$ cat src/rtl/lane_id_lock_tracker.sv
// Per-physical-lane alignment-marker lane-ID tracker: decodes the AM match mask, qualifies it over
// consecutive AMs to declare lock, and flags bad AMs. Optional macro: LANE_ID_MULTI_HOT_CHECK_EN.
module lane_id_lock_tracker #(
    parameter int unsigned NB_ONEHOT_ID = 20,
    parameter int unsigned NB_LANE_ID   = $clog2(NB_ONEHOT_ID),
    parameter int unsigned N_LOCK       = 2,
    parameter int unsigned N_UNLOCK     = 4,
    parameter int unsigned NB_ERR_CNT   = 8
) (
    input  logic                    i_clock,
    input  logic                    i_rst_n,
    input  logic                    i_valid,
    input  logic [NB_ONEHOT_ID-1:0] i_match_mask,
    input  logic                    i_clear_err,
    output logic [NB_LANE_ID-1:0]   o_lane_id,
    output logic                    o_lock,
    output logic                    o_am_error,
    output logic                    o_id_change,
    output logic [NB_ERR_CNT-1:0]   o_err_count
);

    localparam int unsigned N_MAX  = (N_LOCK > N_UNLOCK) ? N_LOCK : N_UNLOCK;
    localparam int unsigned NB_CNT = $clog2(N_MAX + 1);

    typedef enum logic [1:0] {
        ST_UNLOCKED,
        ST_CANDIDATE,
        ST_LOCKED
    } state_t;

    state_t              state;
    logic [NB_CNT-1:0]   cand_cnt;
    logic [NB_CNT-1:0]   bad_cnt;
    logic [NB_LANE_ID-1:0] dec_id;
    logic                dec_found;
    logic                mask_ok;
    logic                good_am;
    logic                bad_am;
    logic                same_id;

    always_comb begin
        dec_id    = '0;
        dec_found = 1'b0;
        for (int unsigned k = 0; k < NB_ONEHOT_ID; k++) begin
            if (i_match_mask[k] && !dec_found) begin
                dec_id    = NB_LANE_ID'(k);
                dec_found = 1'b1;
            end
        end
    end

`ifdef LANE_ID_MULTI_HOT_CHECK_EN
    // m & (m-1) is nonzero exactly when more than one bit is set
    assign mask_ok = dec_found && !(|(i_match_mask & (i_match_mask - NB_ONEHOT_ID'(1))));
`else
    assign mask_ok = dec_found;
`endif

    assign same_id = (dec_id == o_lane_id);
    assign good_am = i_valid && mask_ok;
    assign bad_am  = i_valid && (!mask_ok || (state == ST_LOCKED && !same_id));

    always_ff @(posedge i_clock or negedge i_rst_n) begin
        if (!i_rst_n) begin
            state       <= ST_UNLOCKED;
            cand_cnt    <= '0;
            bad_cnt     <= '0;
            o_lane_id   <= '0;
            o_lock      <= 1'b0;
            o_am_error  <= 1'b0;
            o_id_change <= 1'b0;
            o_err_count <= '0;
        end else begin
            o_am_error  <= bad_am;
            o_id_change <= 1'b0;

            if (i_valid) begin
                case (state)
                    ST_UNLOCKED: begin
                        if (good_am) begin
                            o_lane_id   <= dec_id;
                            o_id_change <= !same_id;
                            cand_cnt    <= NB_CNT'(1);
                            if (N_LOCK == 1) begin
                                state  <= ST_LOCKED;
                                o_lock <= 1'b1;
                            end else begin
                                state <= ST_CANDIDATE;
                            end
                        end
                    end
                    ST_CANDIDATE: begin
                        if (!good_am) begin
                            state    <= ST_UNLOCKED;
                            cand_cnt <= '0;
                        end else if (same_id) begin
                            cand_cnt <= cand_cnt + NB_CNT'(1);
                            if (cand_cnt == NB_CNT'(N_LOCK - 1)) begin
                                state  <= ST_LOCKED;
                                o_lock <= 1'b1;
                            end
                        end else begin
                            o_lane_id   <= dec_id;
                            o_id_change <= 1'b1;
                            cand_cnt    <= NB_CNT'(1);
                        end
                    end
                    ST_LOCKED: begin
                        if (!bad_am) begin
                            bad_cnt <= '0;
                        end else if (bad_cnt == NB_CNT'(N_UNLOCK - 1)) begin
                            state    <= ST_UNLOCKED;
                            o_lock   <= 1'b0;
                            bad_cnt  <= '0;
                            cand_cnt <= '0;
                        end else begin
                            bad_cnt <= bad_cnt + NB_CNT'(1);
                        end
                    end
                    default: begin
                        state <= ST_UNLOCKED;
                    end
                endcase
            end

            if (i_clear_err) begin
                o_err_count <= '0;
            end else if (bad_am && (o_err_count != '1)) begin
                o_err_count <= o_err_count + NB_ERR_CNT'(1);
            end
        end
    end

endmodule

$ cat config.mk
export PLATFORM = sky130hd
export DESIGN_NAME = lane_id_lock_tracker
export DESIGN_NICKNAME = d
export VERILOG_FILES = /design/src/rtl/lane_id_lock_tracker.sv
export SDC_FILE = /design/constraint.sdc
export NUM_CORES = 1
export LEC_CHECK = 0
export CAP_MARGIN = 10
export CELL_PAD_IN_SITES_DETAIL_PLACEMENT = 0
export CELL_PAD_IN_SITES_GLOBAL_PLACEMENT = 1
export CORE_MARGIN = 2
export CORE_UTILIZATION = 30
export CTS_CLUSTER_DIAMETER = 120
export DETAILED_ROUTE_END_ITERATION = 12
export PLACE_DENSITY = 0.66
export SKIP_LAST_GASP = 1
export SLEW_MARGIN = 20
export SYNTH_ARGS = -nofsm -noshare
export SYNTH_HDL_FRONTEND = slang
export SYNTH_SLANG_ARGS = --single-unit
export TNS_END_PERCENT = 10
$ cat constraint.sdc
create_clock -name i_clock -period 4.99 [get_ports i_clock]
set_input_delay 0.7485 -clock i_clock [delete_from_list [all_inputs] [get_ports i_clock]]
set_output_delay 0.7485 -clock i_clock [all_outputs]
set_load 0.05 [all_outputs]
==> run_results.csv <==
group,metric,value,unit
outcome,status,"finished clean",
power,combPwrFrac,44.4,%
synthesis,ys_async_sr_fraction,100,%
synthesis,netlist.area_leader.share,35.1,%
synthesis,synth_top_cell_by_area,"dfrtp_1",
sta,slew-limit-headroom,60.9,%
clocking,ctsResizeCount,0,
sta,tns,0,ps
clocking,cts_setup_buffers,0,
power,switchingPower,285,uW
clocking,cts_tree,"yes",
route,finalWirelength,4080,microns
clocking,cts-root-buf,"clkbuf_8",
synthesis,syn_avg_cell_area,9.01,sq um
place,gp_congestion,0.836,
sta,final_hold_viol_count,0,
die,rows,27,
sta,fin_hold_ws,498,ps
worst_setup_path,r2r_slack,2190,ps
synthesis,synth_fa_ha_area_share,5.85,%
worst_setup_path,start_kind,"primary input",
global_route,grt_pass1_wl,6880,microns
power,switching_share,37.9,%
worst_setup_path,reg2regPathDepth,7,
sta,fmax,251,MHz
power,power.internal,466,uW
die,coreArea,5510,sq um
layout,area_growth,31.5,%
sta,setup_viol,0,
global_route,grt_pass1_vias,1443,
synthesis,post-synth-top-count-cell,"dfrtp_1",
sta,period_share,79.9,%
run,drv_cap,0,
synthesis,synth_fp_nets,222,
synthesis,synth_area,1710,sq um
worst_setup_path,regToRegEndpoint,"o_err_count[6]",
die,dieArea,6330,sq um
worst_setup_path,r2r-start,"o_lane_id[3]",
clocking,cts_buffers,3,
route,wl_per_cell,13.5,microns
route,vias_per_cell,5.19,
worst_setup_path,cp_max_fo,13,
die,start_util,31.1,%
worst_setup_path,cp.required,5150,ps
route,final_antenna_net_count,0,
synthesis,synth_edf_count,0,
layout,fin_nets,264,
global_route,grt_usage,13.3,%
die,ios,40,
worst_hold_path,whs_path_depth,1,
power,peakVddDrop,0.172,mV
global_route,antenna_found_initial,0,
synthesis,synth_cell_type_count,55,
clocking,htree_levels,1,
worst_hold_path,hp-class,"reg2reg",
route,vias,1573,
synthesis,synth-main-ff-cell,"dfrtp_1",
power,p_leak,0.896,nW
sta,fin_crit,3990,ps
synthesis,synth-simple-area-share,29.3,%
sta,max_slew.worst_pin.slew,581,ps
worst_hold_path,hold_start,"bad_cnt[2]",
synthesis,synth_top_family_by_area,"simple AND/OR/NAND/NOR gates",
sta,final.setup_skew,4.75,ps
worst_setup_path,setup.worst_path.class,"in2reg",
sta,maxSlewViolCount,0,
worst_setup_path,critPathArrivalTime,4150,ps
die,die_h,79.5,microns
worst_hold_path,whs_endpoint,"bad_cnt[2]",
route,drt-initial-drc-count,65,
sta,rsz0062_at_grt,"false",
die,die_w,79.5,microns
worst_setup_path,worstSetupEndpointType,"flip-flop",
global_route,grt_overflow_total,0,
clocking,cts_buffer_depth,2,
synthesis,synth_common_cells,"dfrtp_1 (24), nor2_1 (18), a21oi_1 (13)",
synthesis,synth_xor_area_share,0.512,%
place,port-buffer-count,39,
synthesis,syn_inst,190,
clocking,hold_buffers,0,
synthesis,synth-warning-count,0,
route,firstDrtPassIters,4,
power,seqPwrFrac,32.9,%
synthesis,synthMuxAreaShare,5.34,%
synthesis,ys_ff_latch,24,
power,p_clk_share,22.7,%
clocking,cts_sinks,24,
synthesis,synth-compound-area-share,20.1,%
route,remaining_drc_errors,0,
synthesis,synth_area_leaders,"dfrtp_1 (35%), ha_1 (5.8%), nor2_1 (3.9%)",
place,dp_hpwl,3180,microns
clocking,path_clk_slew,90,ps
layout,antennaDiodeCount,0,
power,p_per_area,333,nW/um^2
clocking,clock_latency,270,ps
global_route,grt_max_degree,25,
layout,drive_gt1_share,9.52,%
synthesis,synth.yosys.seq_area_share,35.1,%
[flip-flops by register name (all words and copies together) (netlist names)]
name / flops
o_err_count: 8
o_lane_id: 5
bad_cnt: 3
cand_cnt: 3
state: 2
o_am_error: 1
o_id_change: 1
o_lock: 1
[per-stage QoR]
step	power (mW)	instances	instance area, sq um	setup slack (ps)	util, %
detailed placement	0.586	299	2180	730	39.6
CTS	0.764	303	2250	1010	40.9
global placement	0.586	299	2180	776	39.6
global route	0.801	303	2250	725	40.9
finish	0.751	303	2250	1000	40.9
floorplan	0.490	190	1710	1600	-
[layout by cell type, fill, tap and decap left out, types with 4 or more instances in the layout]
cell,n
inv_1,11
or3_1,4
nor2b_1,5
nor2_1,18
mux2_2,5
nor3_1,7
nand3_1,6
dfrtp_1,24
o21ai_0,9
nand4_1,4
nor4_1,7
ha_1,8
nand2_1,11
nand2b_1,5
a21oi_1,13
clkdlybuf4s50_1,39
[kinds of logic (layout without fill, tap and decap cells)]
family	Yosys count	in the layout
simple gates	86	86
compound gates	48	48
flops	24	24
buf+inv	15	56
fa+ha+maj	8	8
mux	8	8
xor+xnor	1	1
[worst max path at each step]
stage | start | end | slack (ps) | cells after the start
after floorplan | i_match_mask[2] | cand_cnt[0] | 1600 | 9
after global placement | i_match_mask[4] | o_err_count[6] | 780 | 10
after detailed placement | i_match_mask[9] | o_err_count[6] | 730 | 10
after CTS | i_match_mask[9] | o_err_count[6] | 1010 | 10
after global routing | i_match_mask[9] | o_err_count[6] | 730 | 10
final | i_match_mask[9] | o_err_count[6] | 1000 | 10
[per-layer routing]
layer	track usage (%)	vias up	wire length [microns]
li1	-	806	-
met4	1.90	0	27
met3	2.71	2	127
met5	0	-	0
met2	20.5	25	1890
met1	19.7	740	2030
[power by group through the flow]
stage / clock [mW] / sequential (mW) / combinational (mW)
final: 0.170 / 0.247 / 0.334
after global routing: 0.186 / 0.252 / 0.364
after CTS: 0.180 / 0.248 / 0.336
after detailed placement: 0 / 0.251 / 0.334
after global placement: 0 / 0.253 / 0.333
after floorplan: 0 / 0.296 / 0.194
[area by class of cell]
cell class	count	area [sq um]
clock buffer	3	41.3
clock inverter	1	30.0
fill	562	3260
inverter	12	45.0
multi-input combinational	151	1050
sequential	24	601
tap	72	90.1
timing repair buffer	40	398
[worst max-delay path, stage by stage]
cell and delay, ps:
clkdlybuf4s50_1 470, nor4_1 480, a211oi_1 170, a2111oi_0 450, nor3_1 120, or4_4 640
o21ai_2 440, inv_2 160, nand4_1 130, mux2_2 330
(Power assumes the default switching activity.)
